File: src/rtl/fetch_unit_pkg.sv
// Shared types and constants for the OTTER instruction-fetch stage.
package otter_fetch_pkg;

  typedef enum logic [1:0] {
    FETCH = 2'd0,
    HOLD  = 2'd1,
    DRAIN = 2'd2
  } fetch_state_t;

  localparam logic [31:0] PC_INC_DEFAULT = 32'd4;
  localparam logic [31:0] ALIGN_MASK     = 32'hFFFF_FFFC;

  function automatic logic [31:0] align_pc(input logic [31:0] addr);
    return addr & ALIGN_MASK;
  endfunction

endpackage

File: src/rtl/fetch_unit_if.sv
// Request/acknowledge read bus between the fetch stage and instruction memory.
interface fetch_unit_if;

  logic        imem_req;
  logic [31:0] imem_addr;
  logic        imem_ack;
  logic [31:0] imem_rdata;

  modport master (
    output imem_req,
    output imem_addr,
    input  imem_ack,
    input  imem_rdata
  );

  modport slave (
    input  imem_req,
    input  imem_addr,
    output imem_ack,
    output imem_rdata
  );

endinterface

File: src/rtl/fetch_unit_wdog.sv
// Fetch watchdog: saturating count of consecutive ack-less wait cycles with a
// sticky timeout flag. A limit of zero disables the flag entirely.
module fetch_wdog #(
  parameter int unsigned TIMEOUT_CYCLES = 255
) (
  input  logic clk,
  input  logic rst,
  input  logic enable,
  input  logic clear,
  output logic bus_err
);

  localparam int unsigned CW = (TIMEOUT_CYCLES > 0) ? $clog2(TIMEOUT_CYCLES + 1) : 1;
  localparam logic [CW-1:0] LIMIT = CW'(TIMEOUT_CYCLES);

  logic [CW-1:0] count;

  always_ff @(posedge clk) begin
    if (rst) begin
      count   <= '0;
      bus_err <= 1'b0;
    end else begin
      if (clear) begin
        count <= '0;
      end else if (enable && (count != LIMIT)) begin
        count <= count + 1'b1;
      end
      if ((TIMEOUT_CYCLES != 0) && enable && !clear && (count == LIMIT)) begin
        bus_err <= 1'b1;
      end
    end
  end

endmodule

File: src/rtl/fetch_unit.sv
// OTTER instruction-fetch stage: fetches at the current PC, holds the word for
// decode, and steers the PC register for sequential advance or redirects.
module fetch_unit
  import otter_fetch_pkg::*;
#(
  parameter logic [31:0] PC_INC         = PC_INC_DEFAULT,
  parameter int unsigned TIMEOUT_CYCLES = 255
) (
  input  logic         clk,
  input  logic         rst,
  input  logic [31:0]  pc_count,
  output logic         pc_write,
  output logic [31:0]  pc_din,
  fetch_unit_if.master imem,
  input  logic         redirect_valid,
  input  logic [31:0]  redirect_target,
  output logic         if_valid,
  input  logic         if_ready,
  output logic [31:0]  if_instr,
  output logic [31:0]  if_pc,
  output logic         bus_err
);

  fetch_state_t state, next_state;
  logic [31:0]  req_addr_q;
  logic [31:0]  target;
  logic         wdog_enable;
  logic         wdog_clear;

  // Outputs are gated by rst so nothing reaches the PC register or decode
  // during the reset cycle, even if an ack happens to arrive then.
  always_comb begin
    target          = align_pc(redirect_target);
    next_state      = state;
    pc_write        = 1'b0;
    pc_din          = pc_count + PC_INC;
    imem.imem_req   = 1'b0;
    imem.imem_addr  = req_addr_q;
    if_valid        = 1'b0;
    if (!rst) begin
      case (state)
        FETCH: begin
          imem.imem_req  = 1'b1;
          imem.imem_addr = pc_count;
          if (redirect_valid) begin
            pc_write   = 1'b1;
            pc_din     = target;
            next_state = imem.imem_ack ? FETCH : DRAIN;
          end else if (imem.imem_ack) begin
            next_state = HOLD;
          end
        end
        DRAIN: begin
          imem.imem_req = 1'b1;
          if (redirect_valid) begin
            pc_write = 1'b1;
            pc_din   = target;
          end
          if (imem.imem_ack) begin
            next_state = FETCH;
          end
        end
        HOLD: begin
          if_valid = !redirect_valid;
          if (redirect_valid) begin
            pc_write   = 1'b1;
            pc_din     = target;
            next_state = FETCH;
          end else if (if_ready) begin
            pc_write   = 1'b1;
            pc_din     = if_pc + PC_INC;
            next_state = FETCH;
          end
        end
        default: next_state = FETCH;
      endcase
    end
  end

  always_ff @(posedge clk) begin
    if (rst) begin
      state      <= FETCH;
      if_instr   <= '0;
      if_pc      <= '0;
      req_addr_q <= '0;
    end else begin
      state <= next_state;
      if (state == FETCH) begin
        req_addr_q <= pc_count;
        if (imem.imem_ack && !redirect_valid) begin
          if_instr <= imem.imem_rdata;
          if_pc    <= pc_count;
        end
      end
    end
  end

  assign wdog_enable = (state != HOLD) && !imem.imem_ack;
  assign wdog_clear  = imem.imem_ack || (state == HOLD);

  fetch_wdog #(
    .TIMEOUT_CYCLES(TIMEOUT_CYCLES)
  ) u_wdog (
    .clk     (clk),
    .rst     (rst),
    .enable  (wdog_enable),
    .clear   (wdog_clear),
    .bus_err (bus_err)
  );

endmodule
File: src/flat_wrapper.sv
// flat-port wrapper written by rule: the top's interface ports become plain ports
module fetch_unit_flat import otter_fetch_pkg::*;
#(
  parameter logic [31:0] PC_INC         = PC_INC_DEFAULT,
  parameter int unsigned TIMEOUT_CYCLES = 255
)
  (clk, rst, pc_count, pc_write, pc_din, redirect_valid, redirect_target, if_valid, if_ready, if_instr, if_pc, bus_err, imem_imem_req, imem_imem_addr, imem_imem_ack, imem_imem_rdata);
  fetch_unit_if imem_i ();
  input  logic clk;
  input  logic rst;
  input  logic [31:0] pc_count;
  output logic pc_write;
  output logic [31:0] pc_din;
  input  logic redirect_valid;
  input  logic [31:0] redirect_target;
  output logic if_valid;
  input  logic if_ready;
  output logic [31:0] if_instr;
  output logic [31:0] if_pc;
  output logic bus_err;
  output wire logic [$bits(imem_i.imem_req)-1:0] imem_imem_req;
  output wire logic [$bits(imem_i.imem_addr)-1:0] imem_imem_addr;
  input wire logic [$bits(imem_i.imem_ack)-1:0] imem_imem_ack;
  input wire logic [$bits(imem_i.imem_rdata)-1:0] imem_imem_rdata;
  assign imem_imem_req = imem_i.imem_req;
  assign imem_imem_addr = imem_i.imem_addr;
  assign imem_i.imem_ack = imem_imem_ack;
  assign imem_i.imem_rdata = imem_imem_rdata;
  fetch_unit #(.PC_INC(PC_INC), .TIMEOUT_CYCLES(TIMEOUT_CYCLES)) u_core (.clk(clk), .rst(rst), .pc_count(pc_count), .pc_write(pc_write), .pc_din(pc_din), .imem(imem_i), .redirect_valid(redirect_valid), .redirect_target(redirect_target), .if_valid(if_valid), .if_ready(if_ready), .if_instr(if_instr), .if_pc(if_pc), .bus_err(bus_err));
endmodule
File: config.mk
export PLATFORM = sky130hd
export DESIGN_NAME = fetch_unit_flat
export DESIGN_NICKNAME = d
export VERILOG_FILES = /design/src/rtl/fetch_unit_pkg.sv /design/src/rtl/fetch_unit_if.sv /design/src/rtl/fetch_unit_wdog.sv /design/src/rtl/fetch_unit.sv /design/src/flat_wrapper.sv
export SDC_FILE = /design/constraint.sdc
export NUM_CORES = 1
export LEC_CHECK = 0
export ABC_AREA = 1
export CELL_PAD_IN_SITES_DETAIL_PLACEMENT = 0
export CELL_PAD_IN_SITES_GLOBAL_PLACEMENT = 1
export CORE_MARGIN = 2
export CORE_UTILIZATION = 28
export DETAILED_ROUTE_END_ITERATION = 7
export GPL_ROUTABILITY_DRIVEN = 1
export PLACE_DENSITY = 0.87
export SETUP_SLACK_MARGIN = 0.5
export SLEW_MARGIN = 20
export SYNTH_ARGS = -nofsm -noshare
export SYNTH_HDL_FRONTEND = slang
export SYNTH_SLANG_ARGS = --single-unit
File: constraint.sdc
create_clock -name clk -period 2.8 [get_ports clk]
set_clock_uncertainty 0.15 [all_clocks]
set_input_delay 0.84 -clock clk [delete_from_list [all_inputs] [get_ports clk]]
set_output_delay 0.84 -clock clk [all_outputs]
set_load 0.005 [all_outputs]
==> metrics.txt, run 1 <==
outcome complete, but fails checks; violated checks setup timing; cell taking the most area after synthesis dfxtp_1; Area contributors post-synth dfxtp_1 (31%), nor2_1 (14%), nand2_1 (12%); cell mode on critical path nand2_2; vias 10551; Syn Area/Cell 6.095 µm²; largest net degree at the start of global routing 35; H-tree levels 3; Worst path top cell family by delay simple AND/OR/NAND/NOR gates; HPWL after DPL around 26000 µm; crit-path cells buf_6 > buf_8 > nand2_8 > nor2_4 > nand2_2 > nor3b_4 > nand2_1 > nand2_2 > nand2_2 > nand2_1 > nand4_1 > nand2_2 > buf_6; synth unique cells around 40; Pre-Repair DR Iteration Count 5; die width between 150 and 200 µm; DIE AREA 26000 µm²; CP endpoint kind primary output; Setup WS pre-CTS -1404 ps; initial antenna violation count 1; RSZ-0062 raised after global routing yes; VDD IR max ~0.28 mV; Routed WL between 30000 and 40000 µm; Power, Total 0.005067 W; vias in the first global route ~10000; Max Cap Violations 0; max_slew headroom between 70% and 80%; first-pass GRT wire length around 56000 µm; worst path arrival time ~2400 ps; yosys warns 0; DRT antenna net count 0; P per Cell Area approximately 340 nW/µm²; num ports ~230; critical path launch point type primary input; register bit total from synthesis 107; drt drc 0; leak pwr ~6.8 nW; routed len/inst roughly 19 µm; Area Overhead vs Synth 116.9%; worst-margin pin slew around 410 ps; layout cell share with drive strength beyond 1 a little under half; Final Hold Fails 0; period utilization 119.9%; Iteration-0 DRC Markers 745; # port buffers 230; Final setup viols 58; Seq/Total Area, Yosys around 31%; core area between 20000 and 25000 µm²; # rows 57; Via density about 5; Post-Syn Area 6924 µm²; post-synth top area share 30.94%; CP Data Required Time roughly 1800 ps; Root Buffer clkbuf_16; final core occ 61.76%; Post-Syn Instances approximately 1100; GRT Total Usage between 20% and 30%; TritonCTS clock tree built; Tmin final roughly 3400 ps; worst hold slack 330.6 ps; fmax a little under 300 MHz; Final GP Congestion roughly 0.9; Sink Count 107; die height roughly 160 µm; slowest stage delay, CP 260 ps; Hold Path Class flip-flop to flip-flop; clock insertion delay at the later pin of the skew report ~380 ps; Congestion Overflow GR 0; Num CTS Buffers 9; Slew Limit Fails 0; Critical-path top delay cell nor3b_4; worst-case clock buffer depth 2; Worst-path clk slew 90 ps; Crit Path Class primary input to primary output; syn nets around 1200; crit-path max FO 4; Initial Util 28.47%; final net count 1838; CP bufs+invs 3; Final WS setup -556.7 ps
where the power goes:
| group | switching [W] | internal, W |
|---|---|---|
| Combinational | 0.000949 | 0.00104 |
| Sequential | 0.0000733 | 0.00163 |
| Clock | 0.000732 | 0.000641 |
| Total | 0.00175 | 0.00331 |
registers in the layout, summed over array words and instances, names as in the netlist:
register	count
u_core.if_instr	32
u_core.req_addr_q	32
u_core.u_wdog.count	8
u_core.state	2
u_core.if_pc	32
u_core.u_wdog.bus_err	1
synth_stat cells, drive strengths merged:
library cell / instances
a21oi: 43
nor2: 282
o31ai: 1
a31o: 1
xor2: 19
dfxtp: 107
buf: 17
nand4: 15
o21ai: 181
xnor2: 6
nand2: 238
o211ai: 10
nor3: 13
a21o: 2
inv: 83
a211oi: 1
ha: 3
clkinv: 2
nor3b: 2
or2: 4
o22ai: 3
clkbuf: 31
nand3b: 5
nand3: 65
o221ai: 1
a31oi: 1
repair_timing:
action                                  in CTS  in global routing
setup buffers                               98                 27
endpoints found under the setup margin     151                 71
pin swaps                                  136                100
cloned                                      12                  0
hold buffers                                 0                  0
resized for setup                          691                163
final timing paths:
kind / from / end / slack [ps] / cells after the start
worst max register to register: u_core.state[0] / u_core.u_wdog.count[7] / 620 / 15
worst min register to register: u_core.if_pc[1] / u_core.if_pc[1] / 330 / 2
worst min-delay path: u_core.if_pc[1] / u_core.if_pc[1] / 330 / 2
worst max-delay path: pc_count[19] / pc_din[31] / -560 / 13
worst reg2reg max path: cells and delay by family (launching register included):
| kind | cells | cell delay, ps |
|---|---|---|
| AND/OR/NAND/NOR | 8 | 830 |
| buffers and inverters | 7 | 760 |
| flip-flops | 1 | 340 |
cell type report:
cell class	instances	area, µm²
repair buffers	635	5983
clock buffers	9	225.2
diodes	2	5.005
multi-input cells	896	5741
inverters	85	394.1
clock inverters	7	83.83
well taps	324	405.4
flip-flops and latches	107	2183
fillers	2082	9299
metal layers:
layer  vias up  GRT usage (%)  wire (µm)
li1       4916              -          -
met1      4968          35.01      15400
met2       541          46.47      18140
met3       126          6.086       3313
met4         0          13.39       2257
met5         -              0          0
placed cells by master, fill, tap and decap left out, types with 45 or more instances in the layout:
cell type and count:
clkdlybuf4s50_1 97, buf_6 87, dfxtp_1 82, nor2_1 226
buf_4 287, nor2_4 46, o21ai_1 45, nand2_1 171
inv_1 56, buf_2 63, o21ai_0 69
kinds of logic after synthesis:
| kind of cell | after synthesis | share of synthesized area [%] |
|---|---|---|
| and+or+nand+nor | 624 | 39.43 |
| DFF | 107 | 30.94 |
| adders and majority gates | 3 | 0.5422 |
| AOI/OAI and AO/OA | 244 | 18.32 |
| xor gates and xnor gates | 25 | 3.162 |
| buffers and inverters | 133 | 7.607 |
per-stage QoR:
| step | std cells | area (µm²) | setup TNS [ps] |
|---|---|---|---|
| after floorplan | 1136 | 7561 | -336.7 |
| after CTS | 2036 | 14170 | -12270 |
| after detailed placement | 1910 | 12100 | -56510 |
| after global placement | 1910 | 12100 | -56770 |
| after global routing | 2064 | 15020 | -16200 |
| final | 2065 | 15020 | -13610 |
Note: power is estimated with default switching activity, not from simulation.
==> inputs of run 2 (changes only) <==
CTS_CLUSTER_SIZE = 16   (was default)
==> results of run 2 <==
Final layout, timing and power as in run 1 (identical DEF).
